$ cat src/rtl/siganal_next_pkg.sv
// siganal_next_pkg: shared widths and extension-mode encodings for the immediate extender
package siganal_next_pkg;
  localparam int SIGN_EXTEND_LEN = 16;
  localparam int WORD_LEN = 32;
  typedef enum logic [1:0] {
    EXT_SIGN = 2'b00,
    EXT_ZERO = 2'b01,
    EXT_LUI = 2'b10,
    EXT_BRANCH = 2'b11
  } ext_mode_t;
endpackage

$ cat src/rtl/siganal_next_core.sv
// sign_extend_core: combinational sign/zero/lui/branch widening of an immediate
module sign_extend_core
  import siganal_next_pkg::*;
#(
  parameter int SIGN_EXTEND_LEN = siganal_next_pkg::SIGN_EXTEND_LEN,
  parameter int WORD_LEN = siganal_next_pkg::WORD_LEN
) (
  input logic [SIGN_EXTEND_LEN-1:0] in,
  input ext_mode_t mode,
  output logic [WORD_LEN-1:0] out
);
  localparam int E = WORD_LEN - SIGN_EXTEND_LEN;
  logic [WORD_LEN-1:0] sext;
  assign sext = {{E{in[SIGN_EXTEND_LEN-1]}}, in};
  always_comb
    out = mode == EXT_SIGN ? sext :
          mode == EXT_ZERO ? {{E{1'b0}}, in} :
          mode == EXT_LUI ? {in, {E{1'b0}}} :
          sext << 2;
endmodule

$ cat src/rtl/siganal_next.sv
// siganal_next: registered immediate extender with one-cycle latency and valid tag
module siganal_next
  import siganal_next_pkg::*;
#(
  parameter int SIGN_EXTEND_LEN = siganal_next_pkg::SIGN_EXTEND_LEN,
  parameter int WORD_LEN = siganal_next_pkg::WORD_LEN
) (
  input logic clk,
  input logic rst_n,
  input logic in_valid,
  input logic [1:0] ext_mode,
  input logic [SIGN_EXTEND_LEN-1:0] inputSignalBeforeExtension,
  output logic [WORD_LEN-1:0] outputSignalAfterExtension,
  output logic out_valid
);
  logic [WORD_LEN-1:0] ext_word;
  sign_extend_core #(
    .SIGN_EXTEND_LEN(SIGN_EXTEND_LEN),
    .WORD_LEN(WORD_LEN)
  ) u_core (
    .in(inputSignalBeforeExtension),
    .mode(ext_mode_t'(ext_mode)),
    .out(ext_word)
  );
  always_ff @(posedge clk)
    if (!rst_n) begin
      outputSignalAfterExtension <= '0;
      out_valid <= 1'b0;
    end else begin
      out_valid <= in_valid;
      if (in_valid) outputSignalAfterExtension <= ext_word;
    end
endmodule

$ cat config.mk
export PLATFORM = sky130hd
export DESIGN_NAME = siganal_next
export DESIGN_NICKNAME = d
export VERILOG_FILES = /design/src/rtl/siganal_next_pkg.sv /design/src/rtl/siganal_next_core.sv /design/src/rtl/siganal_next.sv
export SDC_FILE = /design/constraint.sdc
export NUM_CORES = 1
export LEC_CHECK = 0
export ABC_AREA = 0
export BUFFER_PORTS_ARGS = -buffer_cell sky130_fd_sc_hd__buf_2
export CORE_MARGIN = 1
export CORE_UTILIZATION = 50
export CTS_CLUSTER_SIZE = 30
export DETAILED_ROUTE_END_ITERATION = 7
export PLACE_DENSITY = 0.82
export SETUP_SLACK_MARGIN = 0.4
export SYNTH_ARGS = -nofsm -noshare
export SYNTH_HDL_FRONTEND = slang
export SYNTH_SLANG_ARGS = --single-unit
$ cat constraint.sdc
create_clock -name clk -period 3.2 [get_ports clk]
set_clock_uncertainty 0.15 [all_clocks]
set_input_delay 0.8 -clock clk [delete_from_list [all_inputs] [get_ports clk]]
set_output_delay 0.8 -clock clk [all_outputs]
set_load 0.1 [all_outputs]
-- After elaboration in Yosys (flattened, before gate mapping)
Index checks and enable logic that the tools add are counted.
- flip-flop bits (word level): 33
- input bits: 21
- output and inout bits: 33
- logic and storage cells: 8
- equal/unequal tests: 2
- muxes and demuxes: 3
- reduce and logical (&&, ||, !) cells: 1
- operator list (cell ; number):
    $mux W32 ; 2
    $mux W31 ; 1
    $eq A2 B1 Y1 const B ; 1
    $eq A2 B2 Y1 const B ; 1
    $logic_not A2 Y1 ; 1

-- Longest topological paths before layout
Gate-level depths: netlist of the first run.
- word-level depth: 4
- depth in mapped cells: 5
- gate-level depth less buffers: 3

-- Cells and area by module
Synthesis of the first run repeated with hierarchy kept, for this count alone.
- cells, all modules: 164
- area, all modules: 1780.5 µm²
- modules (own cells, without submodules) (module ; times used ; cells each ; area each (µm²) ; sequential area each (µm²)):
    siganal_next ; 1 ; 105 ; 1270.0 ; 660.6
    sign_extend_core ; 1 ; 59 ; 510.5 ; 0.0

-- Worst setup path before layout of the first run
OpenSTA, ideal clock, no wires.
- kind: input to register
- from: in in_valid
- to: reg outputSignalAfterExtension[10]
- setup time: 0.117 ns
- data arrival time: 1.630 ns
- slack: 1.303 ns
- cell stages on the path: 5
- cell sequence: buf_4 > clkinv_1 > buf_2 > a22o_1 > a22o_1
- RTL lines (what ; line ; text):
    from (decl) ; siganal_next.sv:10 ; input logic in_valid,
    to (signal assigned) ; siganal_next.sv:31 ; if (in_valid) outputSignalAfterExtension <= ext_word;
    to (decl) ; siganal_next.sv:13 ; output logic [WORD_LEN-1:0] outputSignalAfterExtension,

==> flow_metrics.env, run 1 <==
export IMPL_holdBufCountCts=0
export IMPL_fmax_mhz=453.4
export IMPL_cp_end_kind="flip-flop"
export IMPL_pre_cts_ws_ns=0.6621
export IMPL_netlist_area_sq_mm=0.001326
export IMPL_switching_share_pct=40.52
export IMPL_core_sq_mm=0.002500
export IMPL_viasPerCell=5.632
export IMPL_post_route_drc_count=0
export IMPL_synth_common_cells="dfxtp_1, a22o_1, nand2_1"
export IMPL_synth_most_common_cell="dfxtp_1"
export IMPL_rows=18
export IMPL_crit_family="simple AND/OR/NAND/NOR gates"
export IMPL_area_growth_pct=23.21
export IMPL_setup_ws_ns=0.9944
export IMPL_worstPathMaxFanout=20
export IMPL_synthArstFlopShare_pct=0
export IMPL_cts_resized=0
export IMPL_vias=1256
export IMPL_synth_main_ff_cell="dfxtp_1"
export IMPL_avgSynthCellArea_sq_um=9.473
export IMPL_power_density_mw_per_mm2=591.0
export IMPL_ios=54
export IMPL_grt_pass1_wl_mm=4.871
export IMPL_grt_overflow_total=0
export IMPL_antenna_cells=0
export IMPL_synth_largest_area_cell="dfxtp_1"
export IMPL_port_buffers=53
export IMPL_status="completed"
export IMPL_switchingPower_w=0.0003913
export IMPL_synth_cells=140
export IMPL_layout_drive_gt1_share_pct=33.68
export IMPL_synth_top_cell_area_share_pct=49.81
export IMPL_combPwrFrac_pct=30.7
export IMPL_grt_pass1_vias=1067
export IMPL_cp_arrival_ns=2.34
export IMPL_synth_edff_count=0
export IMPL_cts_buffers=5
export IMPL_grt_use_total_pct=24.70
export IMPL_grt_max_degree=21
export IMPL_p_clk_share_pct=22.9
export IMPL_cts_buffer_depth=2
export IMPL_required_ns=3.34
export IMPL_synth_seq_area_share_pct=49.81
export IMPL_hold_path_class="flip-flop to flip-flop"
export IMPL_worst_pin_slew_ns=0.8411
export IMPL_finalWirelength_mm=3.299
export IMPL_ctsHtreeMaxLevel=2
export IMPL_cts_tree="done"
export IMPL_period_share_pct=68.92
export IMPL_cts_root_buffer="clkbuf_4"
export IMPL_drt_initial_drc_count=18
export IMPL_cap_violations=0
export IMPL_ir_drop_mv=0.4262
export IMPL_die_height_microns=53.50
export IMPL_rsz0062_at_grt="no"
export IMPL_p_int_w=0.0005745
export IMPL_cp_num_buf_inv=2
export IMPL_dp_hpwl_mm=2.392
export IMPL_design_die_area_sq_mm=0.002862
export IMPL_slew_headroom_pct=43.72
export IMPL_seqPwrFrac_pct=46.4
export IMPL_yosysWarnings=0
export IMPL_fin_nets=213
export IMPL_wl_met2_mm=1.514
export IMPL_antenna_found_initial=0
export IMPL_synth_seq_cells=33
export IMPL_drt_pass1_iter_count=4
export IMPL_die_width_microns=53.50
export IMPL_yosys_cell_types_count=24
export IMPL_cts_sinks=33
export IMPL_cp_start_kind="primary input"
export IMPL_synthTopCellsByArea="dfxtp_1, a22o_1, o31ai_1, nand2_1, nor2_1"
export IMPL_max_stage_delay_ns=0.67
export IMPL_setup_viol=0
export IMPL_highest_layer="met4"
export IMPL_cp_cell_sequence="buf_2 -> nand2_1 -> buf_4 -> nor2_1 -> a22o_1"
export IMPL_report_final_slew_viol_count=0
export IMPL_crit_type="primary input to flip-flop"
export IMPL_start_util_pct=53.05
export IMPL_post_drt_wl_per_cell_microns=14.79
export IMPL_fin_crit_ns=2.206
export IMPL_setup_tns_ns=0
export IMPL_hold_viol_final=0
export IMPL_dr_wl_met3_microns=185
export IMPL_worst_skew_pair_late_latency_ns=0.34
export IMPL_cts_setup_buffers=0
export IMPL_crit_slowest_cell="nor2_1"
export IMPL_p_leak_nw=0.7930
export IMPL_synthesis_nets=161
export IMPL_ant_nets=0
export IMPL_gp_congestion=0.7770
export IMPL_hold_slack_ns=0.3082
export IMPL_wl_met1_mm=1.504
export IMPL_clk_pin_slew_ns=0.10
[path summary, 6_finish.rpt]
check,depth (start not counted),end,start,slack [ns]
max,5,outputSignalAfterExtension[11],rst_n,0.99
max reg2reg,2,outputSignalAfterExtension[11],outputSignalAfterExtension[11],2.20
min reg2reg,2,outputSignalAfterExtension[17],outputSignalAfterExtension[17],0.31
min,2,outputSignalAfterExtension[17],outputSignalAfterExtension[17],0.31
[metrics by stage]
stage / instances / util [%] / cell area (sq um) / power, W
global route: 223 / 65.37 / 1634 / 0.0009988
floorplan: 140 / - / 1326 / 0.0006993
finish: 223 / 65.37 / 1634 / 0.0009658
detailed placement: 215 / 63.31 / 1583 / 0.0007536
CTS: 223 / 65.37 / 1634 / 0.0009707
global placement: 215 / 63.31 / 1583 / 0.0007484
[placed cells by master (no fill, tap or decap), drive strengths merged]
| cell | n |
|---|---|
| nand2b | 2 |
| o21a | 1 |
| a22o | 25 |
| nand3 | 1 |
| nor2b | 5 |
| clkbuf | 6 |
| o21ai | 2 |
| a31oi | 2 |
| buf | 56 |
| nor2 | 15 |
| maj3 | 1 |
| o2bb2ai | 1 |
| dfxtp | 33 |
| a21o | 1 |
| o31ai | 14 |
| a211oi | 1 |
| a22oi | 2 |
| clkinv | 3 |
| inv | 3 |
| nand2 | 18 |
| a21oi | 1 |
[state kept, by name, summed over array words and instances, names as in the netlist]
register and count:
out_valid 1, outputSignalAfterExtension 32
[power groups by stage]
stage | clock [W] | sequential [W] | combinational (W)
after CTS | 0.000226 | 0.000448 | 0.000297
after global routing | 0.000239 | 0.000451 | 0.000309
after floorplan | 0 | 0.000636 | 0.0000633
after global placement | 0 | 0.000456 | 0.000292
final | 0.000221 | 0.000448 | 0.000297
after detailed placement | 0 | 0.000458 | 0.000296
[layer usage]
layer	vias to the layer above	global-route usage [%]
met4	0	11.40
li1	614	-
met1	584	30.94
met5	-	0
met3	12	9.195
met2	46	37.29
[logic make-up after synthesis]
logic type / synth area share, %
AO/OA/AOI/OAI: 30.00
AND/OR/NAND/NOR: 13.02
adder cells (fa/ha/maj): 0.8490
flip-flops: 49.81
buffers and inverters: 6.320
[final cells by class]
class	instances	area, sq um
fill	209	865.8
sequential	33	660.6
multi-input combinational	92	581.8
timing repair buffer	56	287.8
clock buffer	6	41.29
tap	30	37.54
inverter	4	15.01
clock inverter	2	10.01
[tightest hold or removal path: cells and delay by family (launching register included)]
kind	cells	cell delay [ns]
compound gates	1	0.05
flops	1	0.32
simple gates	1	0.05
No activity file was read; power rests on OpenSTA's default activity.
==> run 2: changes to the inputs <==
--- a/config.mk
+++ b/config.mk
@@ -5,13 +5,13 @@
 export SDC_FILE = /design/constraint.sdc
 export NUM_CORES = 1
 export LEC_CHECK = 0
-export ABC_AREA = 0
+export ABC_AREA = 1
 export BUFFER_PORTS_ARGS = -buffer_cell sky130_fd_sc_hd__buf_2
 export CORE_MARGIN = 1
-export CORE_UTILIZATION = 50
+export CORE_UTILIZATION = 49
 export CTS_CLUSTER_SIZE = 30
 export DETAILED_ROUTE_END_ITERATION = 7
-export PLACE_DENSITY = 0.82
+export PLACE_DENSITY = 0.79
 export SETUP_SLACK_MARGIN = 0.4
 export SYNTH_ARGS = -nofsm -noshare
 export SYNTH_HDL_FRONTEND = slang
==> constraint.sdc (replaced) <==
create_clock -name clk -period 2.1 [get_ports clk]
set_clock_uncertainty 0.15 [all_clocks]
set_input_delay 0.525 -clock clk [delete_from_list [all_inputs] [get_ports clk]]
set_output_delay 0.525 -clock clk [all_outputs]
set_load 0.1 [all_outputs]
==> flow_metrics.env, run 2 <==
export IMPL_die_height_microns=58.20
export IMPL_switchingPower_w=0.0006306
export IMPL_synth_top_cell_area_share_pct=42.68
export IMPL_cp_end_kind="primary output"
export IMPL_post_drt_wl_per_cell_microns=11.38
export IMPL_antenna_cells=0
export IMPL_cts_buffers=5
export IMPL_synth_seq_cells=33
export IMPL_p_int_w=0.0009285
export IMPL_synth_main_ff_cell="dfxtp_1"
export IMPL_cts_tree="done"
export IMPL_synthArstFlopShare_pct=0
export IMPL_drt_pass1_iter_count=4
export IMPL_netlist_area_sq_mm=0.001548
export IMPL_gp_congestion=0.8053
export IMPL_seqPwrFrac_pct=44.0
export IMPL_grt_use_total_pct=20.89
export IMPL_fmax_mhz=597.4
export IMPL_synth_common_cells="nand2_1, dfxtp_1, inv_1"
export IMPL_top_regs="outputSignalAfterExtension (32), out_valid (1)"
export IMPL_area_growth_pct=24.17
export IMPL_crit_slowest_cell="dfxtp_1"
export IMPL_synthTopCellsByArea="dfxtp_1, nand2_1, a21oi_2, o21ai_2, nand2_2"
export IMPL_worstPathMaxFanout=2
export IMPL_port_buffers=53
export IMPL_status="completed"
export IMPL_mostFrequentLayoutCells="nand2_1, buf_4, dfxtp_1"
export IMPL_cap_violations=0
export IMPL_avgSynthCellArea_sq_um=7.700
export IMPL_synth_seq_area_share_pct=42.68
export IMPL_grt_pass1_vias=1265
export IMPL_finalWirelength_mm=3.357
export IMPL_largest_register_ffs=32
export IMPL_grt_overflow_total=0
export IMPL_yosysWarnings=0
export IMPL_drt_initial_drc_count=79
export IMPL_fin_nets=272
export IMPL_grt_pass1_wl_mm=5.416
export IMPL_ctsHtreeMaxLevel=2
export IMPL_p_clk_share_pct=23.3
export IMPL_cts_root_buffer="clkbuf_4"
export IMPL_design_die_area_sq_mm=0.003387
export IMPL_setup_viol=0
export IMPL_synth_edff_count=0
export IMPL_ant_nets=0
export IMPL_worst_skew_pair_late_latency_ns=0.33
export IMPL_rows=20
export IMPL_dp_hpwl_mm=2.431
export IMPL_start_util_pct=51.12
export IMPL_yosys_cell_types_count=21
export IMPL_synth_largest_area_cell="dfxtp_1"
export IMPL_ios=54
export IMPL_synthesis_nets=222
export IMPL_largest_register="outputSignalAfterExtension"
export IMPL_post_route_drc_count=0
export IMPL_rsz0062_at_grt="no"
export IMPL_crit_type="flip-flop to primary output"
export IMPL_total_power_w=0.001559
export IMPL_core_sq_mm=0.003028
export IMPL_combPwrFrac_pct=32.8
export IMPL_vias=1444
export IMPL_slew_headroom_pct=74.89
export IMPL_fin_crit_ns=1.674
export IMPL_cp_num_buf_inv=1
export IMPL_setup_tns_ns=0
export IMPL_hold_path_class="primary input to flip-flop"
export IMPL_cp_start_kind="flip-flop"
export IMPL_cts_buffer_depth=2
export IMPL_max_stage_delay_ns=0.37
export IMPL_p_leak_nw=0.9031
export IMPL_antenna_found_initial=0
export IMPL_report_final_slew_viol_count=0
export IMPL_hold_viol_final=0
export IMPL_cts_sinks=33
export IMPL_layout_drive_gt1_share_pct=39.84
export IMPL_synth_most_common_cell="nand2_1"
export IMPL_mostFrequentLayoutCell="nand2_1"
export IMPL_grt_max_degree=31
export IMPL_period_share_pct=79.71
export IMPL_ir_drop_mv=0.3856
export IMPL_power_density_mw_per_mm2=811.3
export IMPL_die_width_microns=58.20
export IMPL_required_ns=1.42
export IMPL_cp_arrival_ns=1.00
export IMPL_worst_pin_slew_ns=0.3760
export IMPL_crit_family="flip-flops"
export IMPL_synth_cells=201
export IMPL_cp_cell_sequence="buf_4"
export IMPL_clk_pin_slew_ns=0.10
export IMPL_switching_share_pct=40.45
export IMPL_viasPerCell=4.895
[run 2: power by group through the flow]
| stage | registers (W) | clock network, W | logic [W] |
|---|---|---|---|
| final | 0.000686 | 0.000363 | 0.000511 |
| after global routing | 0.000689 | 0.000387 | 0.000536 |
| after CTS | 0.000686 | 0.000361 | 0.000511 |
| after detailed placement | 0.000698 | 0 | 0.000488 |
| after global placement | 0.000698 | 0 | 0.000483 |
| after floorplan | 0.000979 | 0 | 0.000137 |
[run 2: cell type report]
class / instances / area, sq um
clock buffers: 7 / 55.05
repair buffers: 54 / 355.3
multi-input cells: 135 / 713.2
flip-flops and latches: 33 / 660.6
inverters: 22 / 82.58
well taps: 44 / 55.05
fillers: 284 / 1106
[run 2: timing repair]
item / in CTS / in global routing
setup buffers: 0 / 0
hold buffers: 0 / 0
resized for setup: 33 / 0
setup endpoints to repair: 33 / 0
[run 2: stage by stage]
stage,std cells,instance area (sq um),setup WS (ns),hold WS [ns],utilization [%]
after floorplan,201,1548,0.5004,0.5246,-
after global placement,288,1784,0.5125,0.3034,58.93
after detailed placement,288,1784,0.4863,0.3084,58.93
after CTS,295,1922,0.4319,0.3164,63.47
after global routing,295,1922,0.4045,0.3376,63.47
final,295,1922,0.4260,0.3234,63.47
[run 2: worst paths after layout]
path,startpoint,end,slack [ns],depth (start not counted)
max,outputSignalAfterExtension[14],outputSignalAfterExtension[14],0.43,1
min,inputSignalBeforeExtension[13],outputSignalAfterExtension[15],0.32,3
max reg2reg,outputSignalAfterExtension[3],outputSignalAfterExtension[3],1.22,4
min reg2reg,outputSignalAfterExtension[0],outputSignalAfterExtension[0],0.33,2
[run 2: cell families (layout without fill, tap and decap cells)]
| kind of cell | after synthesis | in the layout | synth area share, % |
|---|---|---|---|
| buffers and inverters | 33 | 83 | 11.24 |
| AO/OA/AOI/OAI | 49 | 49 | 20.78 |
| AND/OR/NAND/NOR | 86 | 86 | 25.30 |
| flip-flops | 33 | 33 | 42.68 |
[run 2: metal layers]
layer / vias up / track usage [%] / part of all wire, %
met5: - / 0 / 0
met4: 0 / 11.22 / 2.1
met3: 8 / 4.241 / 5.3
met2: 48 / 32.84 / 46
met1: 658 / 26.91 / 46
li1: 730 / - / -
